### src/rtl/dma_pkg.sv
// Shared types and constants for the multi-channel DMA scheduler.
// Optional feature macro: DMA_CH_PRIORITY_EN (per-channel 2-bit priority).
package dma_pkg;

    // Beat width of a transfer as seen by the engine
    typedef enum logic [1:0] {
        TW_BYTE  = 2'd0,
        TW_HALF  = 2'd1,
        TW_WORD  = 2'd2,
        TW_DWORD = 2'd3
    } transfer_width_e;

    // Word offsets inside a channel's register window
    localparam logic [1:0] WORD_SRC  = 2'd0;
    localparam logic [1:0] WORD_DST  = 2'd1;
    localparam logic [1:0] WORD_LEN  = 2'd2;
    localparam logic [1:0] WORD_CTRL = 2'd3;

    // CTRL register bit positions
    localparam int CTRL_START    = 0;
    localparam int CTRL_SRC_INC  = 1;
    localparam int CTRL_DST_INC  = 2;
    localparam int CTRL_INT_EN   = 3;
    localparam int CTRL_BURST_EN = 4;
    localparam int CTRL_WIDTH_LO = 5;
    localparam int CTRL_WIDTH_HI = 6;
    localparam int CTRL_ABORT    = 7;
    localparam int CTRL_ACTIVE   = 8;
    localparam int CTRL_DONE     = 9;
    localparam int CTRL_ERROR    = 10;
    localparam int CTRL_PRIO_LO  = 12;
    localparam int CTRL_PRIO_HI  = 13;

    // Scheduler FSM
    typedef enum logic [1:0] {
        ST_IDLE   = 2'd0,
        ST_LAUNCH = 2'd1,
        ST_WAIT   = 2'd2
    } dma_state_e;

    // Per-channel mode bits (prio stays 0 unless priority is compiled in)
    typedef struct packed {
        logic [1:0]      prio;
        transfer_width_e width;
        logic            burst_en;
        logic            int_en;
        logic            dst_inc;
        logic            src_inc;
    } ch_mode_t;

endpackage

### src/rtl/dma_rr_arbiter.sv
// Round-robin arbiter with rotating start pointer and priority masking.
// Requests below the highest pending priority are masked before the
// rotating search, so equal priorities share the round-robin order.
module dma_rr_arbiter
    import dma_pkg::*;
#(
    parameter  int NUM_CH = 4,
    localparam int CH_W   = $clog2(NUM_CH)
) (
    input  logic                   clk,
    input  logic                   rst,
    input  logic [NUM_CH-1:0]      i_req,
    input  logic [NUM_CH-1:0][1:0] i_prio,
    input  logic                   i_update,
    output logic                   o_valid,
    output logic [CH_W-1:0]        o_idx
);

    logic [CH_W-1:0]   r_ptr;
    logic [1:0]        w_max;
    logic [NUM_CH-1:0] w_req_m;

    // Keep only requests at the highest pending priority
    always_comb begin
        w_max   = '0;
        w_req_m = '0;
        for (int i = 0; i < NUM_CH; i++)
            if (i_req[i] && (i_prio[i] > w_max)) w_max = i_prio[i];
        for (int i = 0; i < NUM_CH; i++)
            w_req_m[i] = i_req[i] && (i_prio[i] == w_max);
    end

    // First masked request found searching upward from the pointer
    always_comb begin
        o_valid = 1'b0;
        o_idx   = '0;
        for (int k = 0; k < NUM_CH; k++) begin
            int              j;
            logic [CH_W-1:0] w_k;
            j = int'(r_ptr) + k;
            if (j >= NUM_CH) j = j - NUM_CH;
            w_k = CH_W'(j);
            if (!o_valid && w_req_m[w_k]) begin
                o_valid = 1'b1;
                o_idx   = w_k;
            end
        end
    end

    // Pointer moves to the channel after the one just granted
    always_ff @(posedge clk) begin
        if (rst)
            r_ptr <= '0;
        else if (i_update && o_valid)
            r_ptr <= (int'(o_idx) == NUM_CH - 1) ? '0 : o_idx + 1'b1;
    end

endmodule

### src/rtl/dma_mc_scheduler.sv
// Multi-channel DMA scheduler: CPU register file per channel, round-robin
// arbitration, and a single shared transfer engine launched one channel
// at a time. Optional macro: DMA_CH_PRIORITY_EN enables CTRL[13:12]
// as a per-channel priority.
module dma_mc_scheduler
    import dma_pkg::*;
#(
    parameter  int NUM_CH = 4,
    parameter  int ADDR_W = 32,
    parameter  int LEN_W  = 16,
    localparam int CH_W   = $clog2(NUM_CH)
) (
    input  logic              clk,
    input  logic              rst,
    input  logic              reg_write,
    input  logic              reg_read,
    input  logic [CH_W+1:0]   reg_addr,
    input  logic [31:0]       reg_wdata,
    output logic [31:0]       reg_rdata,
    output logic              eng_start,
    output logic [ADDR_W-1:0] eng_src_addr,
    output logic [ADDR_W-1:0] eng_dst_addr,
    output logic [LEN_W-1:0]  eng_length,
    output logic              eng_src_inc,
    output logic              eng_dst_inc,
    output logic              eng_burst_en,
    output logic [1:0]        eng_width,
    output logic [CH_W-1:0]   eng_ch,
    input  logic              eng_done,
    input  logic              eng_error,
    output logic              interrupt
);

    logic [NUM_CH-1:0][ADDR_W-1:0] r_src, r_dst;
    logic [NUM_CH-1:0][LEN_W-1:0]  r_len;
    ch_mode_t [NUM_CH-1:0]         r_mode;
    logic [NUM_CH-1:0]             r_pend, r_act, r_done, r_err;
    dma_state_e                    r_state, w_state_nxt;
    logic [CH_W-1:0]               r_ch;
    logic [31:0]                   r_rdata;
    logic                          r_irq;

    logic [CH_W-1:0]               w_ch;
    logic [1:0]                    w_word;
    logic                          w_ch_ok;
    logic [NUM_CH-1:0]             w_wsel;
    logic [NUM_CH-1:0][1:0]        w_prio;
    logic                          w_arb_valid;
    logic [CH_W-1:0]               w_arb_idx;
    logic                          w_grant, w_fin;
    logic [31:0]                   w_rd_val;
    logic [NUM_CH-1:0]             w_irq_vec;

    assign w_ch    = reg_addr[CH_W+1:2];
    assign w_word  = reg_addr[1:0];
    assign w_ch_ok = int'(w_ch) < NUM_CH;

    // Per-channel write select and arbiter inputs
    always_comb begin
        w_wsel    = '0;
        w_prio    = '0;
        w_irq_vec = '0;
        for (int c = 0; c < NUM_CH; c++) begin
            w_wsel[c]    = reg_write && w_ch_ok && (int'(w_ch) == c);
            w_prio[c]    = r_mode[c].prio;
            w_irq_vec[c] = r_mode[c].int_en && (r_done[c] || r_err[c]);
        end
    end

    dma_rr_arbiter #(.NUM_CH(NUM_CH)) u_arb (
        .clk      (clk),
        .rst      (rst),
        .i_req    (r_pend),
        .i_prio   (w_prio),
        .i_update (w_grant),
        .o_valid  (w_arb_valid),
        .o_idx    (w_arb_idx)
    );

    // FSM state register and latched grant
    always_ff @(posedge clk) begin
        if (rst) begin
            r_state <= ST_IDLE;
            r_ch    <= '0;
        end else begin
            r_state <= w_state_nxt;
            if (w_grant) r_ch <= w_arb_idx;
        end
    end

    // FSM next state, launch pulse and completion detect
    always_comb begin
        w_state_nxt = r_state;
        w_grant     = 1'b0;
        w_fin       = 1'b0;
        eng_start   = 1'b0;
        unique case (r_state)
            ST_IDLE: begin
                if (w_arb_valid) begin
                    w_grant     = 1'b1;
                    w_state_nxt = ST_LAUNCH;
                end
            end
            ST_LAUNCH: begin
                eng_start   = 1'b1;
                w_state_nxt = ST_WAIT;
            end
            ST_WAIT: begin
                if (eng_done || eng_error) begin
                    w_fin       = 1'b1;
                    w_state_nxt = ST_IDLE;
                end
            end
            default: w_state_nxt = ST_IDLE;
        endcase
    end

    // Engine parameters follow the granted channel while a transfer is out;
    // the channel's registers are write-locked then, so they stay stable
    always_comb begin
        eng_src_addr = '0;
        eng_dst_addr = '0;
        eng_length   = '0;
        eng_src_inc  = 1'b0;
        eng_dst_inc  = 1'b0;
        eng_burst_en = 1'b0;
        eng_width    = 2'b00;
        eng_ch       = '0;
        if (r_state != ST_IDLE) begin
            eng_src_addr = r_src[r_ch];
            eng_dst_addr = r_dst[r_ch];
            eng_length   = r_len[r_ch];
            eng_src_inc  = r_mode[r_ch].src_inc;
            eng_dst_inc  = r_mode[r_ch].dst_inc;
            eng_burst_en = r_mode[r_ch].burst_en;
            eng_width    = r_mode[r_ch].width;
            eng_ch       = r_ch;
        end
    end

    // Channel register file, pending/active tracking and status bits
    always_ff @(posedge clk) begin
        if (rst) begin
            r_src  <= '0;
            r_dst  <= '0;
            r_len  <= '0;
            r_mode <= '0;
            r_pend <= '0;
            r_act  <= '0;
            r_done <= '0;
            r_err  <= '0;
        end else begin
            for (int c = 0; c < NUM_CH; c++) begin
                logic busy, ctrl_wr, start_ok, mine_fin;
                busy     = r_pend[c] || r_act[c];
                ctrl_wr  = w_wsel[c] && (w_word == WORD_CTRL);
                start_ok = ctrl_wr && reg_wdata[CTRL_START] && !busy;
                mine_fin = w_fin && (int'(r_ch) == c);

                if (w_wsel[c] && !busy) begin
                    case (w_word)
                        WORD_SRC: r_src[c] <= reg_wdata[ADDR_W-1:0];
                        WORD_DST: r_dst[c] <= reg_wdata[ADDR_W-1:0];
                        WORD_LEN: r_len[c] <= reg_wdata[LEN_W-1:0];
                        default: begin
                            r_mode[c].src_inc  <= reg_wdata[CTRL_SRC_INC];
                            r_mode[c].dst_inc  <= reg_wdata[CTRL_DST_INC];
                            r_mode[c].int_en   <= reg_wdata[CTRL_INT_EN];
                            r_mode[c].burst_en <= reg_wdata[CTRL_BURST_EN];
                            r_mode[c].width    <= transfer_width_e'(reg_wdata[CTRL_WIDTH_HI:CTRL_WIDTH_LO]);
`ifdef DMA_CH_PRIORITY_EN
                            r_mode[c].prio     <= reg_wdata[CTRL_PRIO_HI:CTRL_PRIO_LO];
`else
                            r_mode[c].prio     <= 2'b00;
`endif
                        end
                    endcase
                end

                // Zero-length start completes immediately without a launch
                if (start_ok && (r_len[c] != '0)) r_pend[c] <= 1'b1;
                if ((ctrl_wr && reg_wdata[CTRL_ABORT]) ||
                    (w_grant && (int'(w_arb_idx) == c)))
                    r_pend[c] <= 1'b0;

                if (w_grant && (int'(w_arb_idx) == c)) r_act[c] <= 1'b1;
                if (mine_fin) r_act[c] <= 1'b0;

                // Hardware set is evaluated last so it beats a same-cycle W1C
                if (ctrl_wr && reg_wdata[CTRL_DONE])  r_done[c] <= 1'b0;
                if (ctrl_wr && reg_wdata[CTRL_ERROR]) r_err[c]  <= 1'b0;
                if ((mine_fin && eng_done && !eng_error) ||
                    (start_ok && (r_len[c] == '0)))
                    r_done[c] <= 1'b1;
                if (mine_fin && eng_error) r_err[c] <= 1'b1;
            end
        end
    end

    // Read mux for the addressed word
    always_comb begin
        w_rd_val = '0;
        if (w_ch_ok) begin
            case (w_word)
                WORD_SRC: w_rd_val = 32'(r_src[w_ch]);
                WORD_DST: w_rd_val = 32'(r_dst[w_ch]);
                WORD_LEN: w_rd_val = 32'(r_len[w_ch]);
                default: begin
                    w_rd_val[CTRL_START]                  = r_pend[w_ch];
                    w_rd_val[CTRL_SRC_INC]                = r_mode[w_ch].src_inc;
                    w_rd_val[CTRL_DST_INC]                = r_mode[w_ch].dst_inc;
                    w_rd_val[CTRL_INT_EN]                 = r_mode[w_ch].int_en;
                    w_rd_val[CTRL_BURST_EN]               = r_mode[w_ch].burst_en;
                    w_rd_val[CTRL_WIDTH_HI:CTRL_WIDTH_LO] = r_mode[w_ch].width;
                    w_rd_val[CTRL_ACTIVE]                 = r_act[w_ch];
                    w_rd_val[CTRL_DONE]                   = r_done[w_ch];
                    w_rd_val[CTRL_ERROR]                  = r_err[w_ch];
                    w_rd_val[CTRL_PRIO_HI:CTRL_PRIO_LO]   = r_mode[w_ch].prio;
                end
            endcase
        end
    end

    // Registered read data and interrupt
    always_ff @(posedge clk) begin
        if (rst) begin
            r_rdata <= '0;
            r_irq   <= 1'b0;
        end else begin
            r_rdata <= reg_read ? w_rd_val : '0;
            r_irq   <= |w_irq_vec;
        end
    end

    assign reg_rdata = r_rdata;
    assign interrupt = r_irq;

endmodule

### config.mk
export PLATFORM = sky130hd
export DESIGN_NAME = dma_mc_scheduler
export DESIGN_NICKNAME = d
export VERILOG_FILES = /design/src/rtl/dma_pkg.sv /design/src/rtl/dma_rr_arbiter.sv /design/src/rtl/dma_mc_scheduler.sv
export SDC_FILE = /design/constraint.sdc
export NUM_CORES = 1
export LEC_CHECK = 0
export ABC_AREA = 1
export ABC_CLOCK_PERIOD_IN_PS = 3900
export CAP_MARGIN = 10
export CORE_AREA = 10 10 141 272
export CTS_BUF_LIST = sky130_fd_sc_hd__clkbuf_4 sky130_fd_sc_hd__clkbuf_8
export DETAILED_ROUTE_END_ITERATION = 12
export DIE_AREA = 0 0 151 282
export PLACE_DENSITY = 0.76
export SKIP_LAST_GASP = 1
export SLEW_MARGIN = 20
export SYNTH_ARGS = -nofsm -noshare
export SYNTH_HDL_FRONTEND = slang
export SYNTH_SLANG_ARGS = --single-unit
### constraint.sdc
create_clock -name clk -period 3.9 [get_ports clk]
set_clock_uncertainty 0.15 [all_clocks]
set_input_delay 0.78 -clock clk [delete_from_list [all_inputs] [get_ports clk]]
set_output_delay 0.78 -clock clk [all_outputs]
set_load 0.05 [all_outputs]
Word level (Yosys, flattened, before mapping)
Index checks and enable logic that the tools add are counted.
- bitwise gates (word level): 2
- reduce and logical (&&, ||, !) cells: 143
- $lt $le $gt $ge: 10
- add/sub/neg operators: 8
- mux-type cells: 83
- equal/unequal tests: 16
- operators by type and width (operator ; number):
    binary-select mux 32 bit (select 2 bit) ; 4
    2-to-1 mux 32 bit ; 6
    logical AND 1 bit ; 68
    binary-select mux 16 bit (select 2 bit) ; 2
    logical NOT 16 bit ; 4
    nonzero test 16 bit ; 4
    one-hot mux 18 bit (3 select lines) ; 1
    2-to-1 mux 16 bit ; 3
    2-to-1 mux 1 bit ; 36
    AND reduction 2 bit ; 17
    binary-select mux 8 bit (select 2 bit) ; 2
    2-to-1 mux 2 bit ; 13
    one-hot mux 7 bit (3 select lines) ; 1
    == test 2 bit, second input constant ; 9
    < comparator 2 x 3 -> 1 bit, second input constant ; 6
    nonzero test 2 bit ; 9
    OR reduction 2 bit ; 9
    logical OR 1 bit ; 17
    binary-select mux 1 bit (select 2 bit) ; 8
    one-hot mux 2 bit (3 select lines) ; 2
    == test 2 x 1 -> 1 bit, second input constant ; 5
    logical NOT 2 bit ; 5
    >= comparator 3 bit, second input constant ; 3
    one-hot mux 3 bit (3 select lines) ; 1
    14 further kinds ; 27
- input bits: 42
- register bits: 399

Depth between registers and ports, before layout
- word-level depth: 19
- mapped depth: 17
- depth with buffers taken out: 16

Hierarchy
From an unflattened synthesis, not the netlist that was laid out.
- cells, all modules: 3239
- area total of the unflattened synthesis: 20442.1 µm²
- by module, submodules not included (module ; times used ; cells an instance ; sequential area each (µm²) ; area an instance (µm²)):
    dma_mc_scheduler ; 1 ; 3089 ; 7947.6 ; 19593.8
    dma_rr_arbiter ; 1 ; 150 ; 40.0 ; 848.3

Worst setup path before layout
OpenSTA, ideal clock, no wires.
- path type: flip-flop to output port
- from: register r_ch[1]
- to: output eng_dst_addr[22]
- path buffers: 2
- arrival: 1.886 ns
- cell stages (with the launch flop): 6
- slack: 1.084 ns
- required time: 2.970 ns
- cell sequence: dfxtp_1 > nor2_1 > clkbuf_1 > buf_1 > a221oi_1 > nor2_1
- longest elaborated chain between the ends: 3
- RTL lines (item ; RTL line ; RTL):
    start: declaration ; dma_mc_scheduler.sv:39 ; logic [CH_W-1:0] r_ch;
    start signal: assignment ; dma_mc_scheduler.sv:87 ; if (w_grant) r_ch <= w_arb_idx;
    binary-select mux 32 bit (select 2 bit) ; dma_mc_scheduler.sv:131 ; eng_dst_addr = r_dst[r_ch];
    2-to-1 mux 32 bit (not written as such) ; dma_mc_scheduler.sv:131 ;
    2-to-1 mux 32 bit ; dma_mc_scheduler.sv:129 ; if (r_state != ST_IDLE) begin
    end: declaration ; dma_mc_scheduler.sv:22 ; output logic [ADDR_W-1:0] eng_dst_addr,
No other way between the ends. The select of a mux whose other input is x is not followed.

Worst setup path after layout
- from: register r_ch[1]
- to: output eng_dst_addr[7]
The elaborated chain is that of the path after synthesis.

==> impl_metrics.py <==
metrics = {
    "clock_network": {
        "cts-buffers-inserted": 55,
        "cts_tree": "built",
        "cts_max_path_buffers": 3,
        "cts.sink_count": 399,
        "insertion_delay_ps": 630,
        "cts-htree-levels": 2,
        "cts_setup_buffers": 0,
        "cts_root_buf": "clkbuf_8",
        "clk_pin_slew_ps": 70,
    },
    "global_routing": {
        "groute.usage.overall_pct": 31.5,
        "grt_pass1_wl_um": 106000,
        "grt_max_degree": 183,
        "grt_pass1_vias": 18600,
        "overflow": 0,
        "antenna_found_initial": 1,
    },
    "status": {
        "status": "finished clean",
    },
    "synthesis": {
        "synth_ff_type": "dfxtp_1",
        "synth-seq-cells": 399,
        "async_reset_ff_share_pct": 0,
        "synth_common_cells": "dfxtp_1 (399), nor2_1 (390), o21ai_0 (353)",
        "yosysWarningCount": 0,
        "yosysTopAreaCell": "dfxtp_1",
        "syn_avg_cell_area_um2": 7.31,
        "synth_area_um2": 18400,
        "ys_seq_area_share_pct": 43.5,
        "ys_top_cells_by_area": "dfxtp_1 (43%), o21ai_0 (9.6%), nor2_1 (8.0%), a21oi_1 (6.8%), inv_1 (4.8%)",
        "synth-edff-count": 0,
        "yosysTopAreaCellShare_pct": 43.5,
        "synth.net_count": 2561,
        "synth.distinct_cells": 33,
        "yosysMostFrequentCell": "dfxtp_1",
        "synth_cells": 2515,
    },
    "placed_design": {
        "pre_cts_ws_ps": 605,
        "dp_hpwl_um": 44800,
        "place_inst": 2963,
        "placed_area_um2": 20100,
        "gp_congestion": 0.974,
        "port_buffers": 162,
    },
    "min_path": {
        "hold-path-endpoint": "r_src[102]",
        "hold_start": "r_src[102]",
        "holdPathStages": 2,
        "hp-class": "flip-flop to flip-flop",
    },
    "timing": {
        "setup_ws_ps": 64.0,
        "tns_ps": 0,
        "fmax_ghz": 0.261,
        "tightest_slew_ps": 1130,
        "period_share_pct": 98.4,
        "slew_headroom_pct": 24.4,
        "finalMaxSlewViolations": 0,
        "setup_viol": 0,
        "fin_crit_ps": 3840,
        "hold_viol": 0,
        "rsz0062_at_grt": "true",
    },
    "setup_path": {
        "crit_path_max_incr_delay_ps": 710,
        "rr_worst_depth": 7,
        "path_buf_inv": 2,
        "startpoint_type": "flip-flop",
        "crit_chain": "nor2_4, buf_4, a221oi_1, nor2_1, buf_4",
        "timing.rr.end": "r_pend[1]",
        "r2r-start": "r_state[1]",
        "startpoint": "r_ch[1]",
        "slowest_stage": "nor2_4",
        "ff2ff_setup_slack_ps": 1320,
        "crit_top_cell": "buf_4",
        "crit_path_max_fanout": 21,
        "crit_family": "simple AND/OR/NAND/NOR gates",
        "critPathArrivalTime_ps": 2910,
        "cp-end-kind": "output port",
        "crit_type": "flip-flop to output port",
        "cp.required_ps": 2970,
    },
    "route": {
        "post-route-drc-count": 0,
        "num_vias": 19400,
        "vias_per_cell": 6.35,
        "first_pass_iters": 6,
        "drt_iter0_markers": 2504,
        "routed_wl_um": 69800,
        "drt-wirelength-per-cell_um": 22.8,
        "antenna_left": 0,
    },
    "finish": {
        "fin_area_um2": 21200,
        "area_growth_pct": 15.5,
        "nFillCells": 3210,
        "finalNetCount": 2625,
        "multi_input_area_um2": 8680,
        "seqCellArea_um2": 7990,
        "final_cell_count_no_fill": 3059,
        "drive_gt1_share_pct": 9.86,
    },
    "pwr": {
        "power.density_nw_per_um2": 467,
        "p_leak_nw": 8.06,
        "irDropWorstVdd_mv": 0.440,
    },
    "floorplan": {
        "die_area_um2": 42600,
        "io_pins": 163,
        "chipWidth_um": 151,
        "core_um2": 34100,
        "row_count": 96,
        "initial_core_util_pct": 53.9,
        "die_y_um": 282,
    },
    "run": {
        "cap_violations": 0,
    },
}
how the worst max path moves through the flow:
| stage | endpoint | slack, ps | cells after the start |
|---|---|---|---|
| final | eng_dst_addr[7] | 60 | 5 |
| after CTS | eng_length[5] | 5 | 7 |
| after global placement | eng_dst_addr[0] | 620 | 7 |
| after floorplan | eng_dst_addr[22] | 1080 | 5 |
| after detailed placement | eng_dst_addr[0] | 600 | 7 |
| after global routing | eng_burst_en | -10 | 9 |
per-stage QoR:
step	total power (W)	hold slack, ps	utilization (%)
finish	0.00992	319	62.2
global route	0.0102	351	62.2
CTS	0.00985	317	62.1
detailed placement	0.00651	306	58.8
global placement	0.00646	302	58.8
floorplan	0.00570	284	-
power breakdown:
group,switching (W),total (W),leakage (nW),internal [W]
clock network,0.00163,0.00342,0.619,0.00179
logic,0.00166,0.00216,4.21,0.000501
registers,0.000109,0.00433,3.23,0.00422
registers in the layout (all words and copies together), names as in the netlist, 4 cells and up:
register   flops
r_act          4
r_done         4
r_dst        128
r_err          4
r_len         64
r_mode        24
r_pend         4
r_src        128
reg_rdata     32
worst min-delay path, delay by kind of cell, from the launching register on:
kind | cells | cell delay (ps)
AOI/OAI and AO/OA | 1 | 50
buffers and inverters | 1 | 60
DFF | 1 | 310
layer usage:
metal  vias up  global-route usage [%]  wire length (um)
li1       8837                       -                 -
met1      9070                    35.2             24400
met2      1243                    52.4             33700
met3       272                    5.51              6340
met4         0                    23.0              5350
met5         -                       0                 0
cells in the final DEF (no fill, tap or decap), drive strengths merged:
master / instances
nand2: 204
o22ai: 95
dlygate4sd2: 6
a22o: 7
o211ai: 8
o21ai: 414
nand3: 38
nor2: 407
a41oi: 2
a22oi: 55
a21oi: 251
ha: 4
nor3: 6
clkbuf: 85
clkinv: 9
dfxtp: 399
dlymetal6s2s: 10
buf: 116
nand4: 21
bufinv: 1
inv: 252
a31oi: 5
clkdlybuf4s50: 77
o2111ai: 14
a221oi: 85
diode: 1
o221ai: 46
logic make-up (layout without fill, tap and decap cells):
logic type	Yosys count	in the layout	share of synthesized area, %
AO/OA/AOI/OAI	982	982	31.4
adder cells (fa/ha/maj)	4	4	0.272
buffers and inverters	454	556	9.63
flip-flops	399	399	43.5
other	0	1	0
AND/OR/NAND/NOR	676	676	15.2
area by class of cell:
type	instances	area share, %
multi-input combinational	1662	40.9
sequential	399	37.6
timing repair buffer	209	8.98
clock buffer	85	5.01
inverter	252	4.49
tap	441	2.60
clock inverter	10	0.383
antenna	1	0.0118
timing repair:
item | CTS | global route
pin swaps | 0 | 0
endpoints found under the setup margin | 6 | 18
gates resized for setup | 6 | 12
hold buffers | 0 | 0
Note: power is estimated with default switching activity, not from simulation.
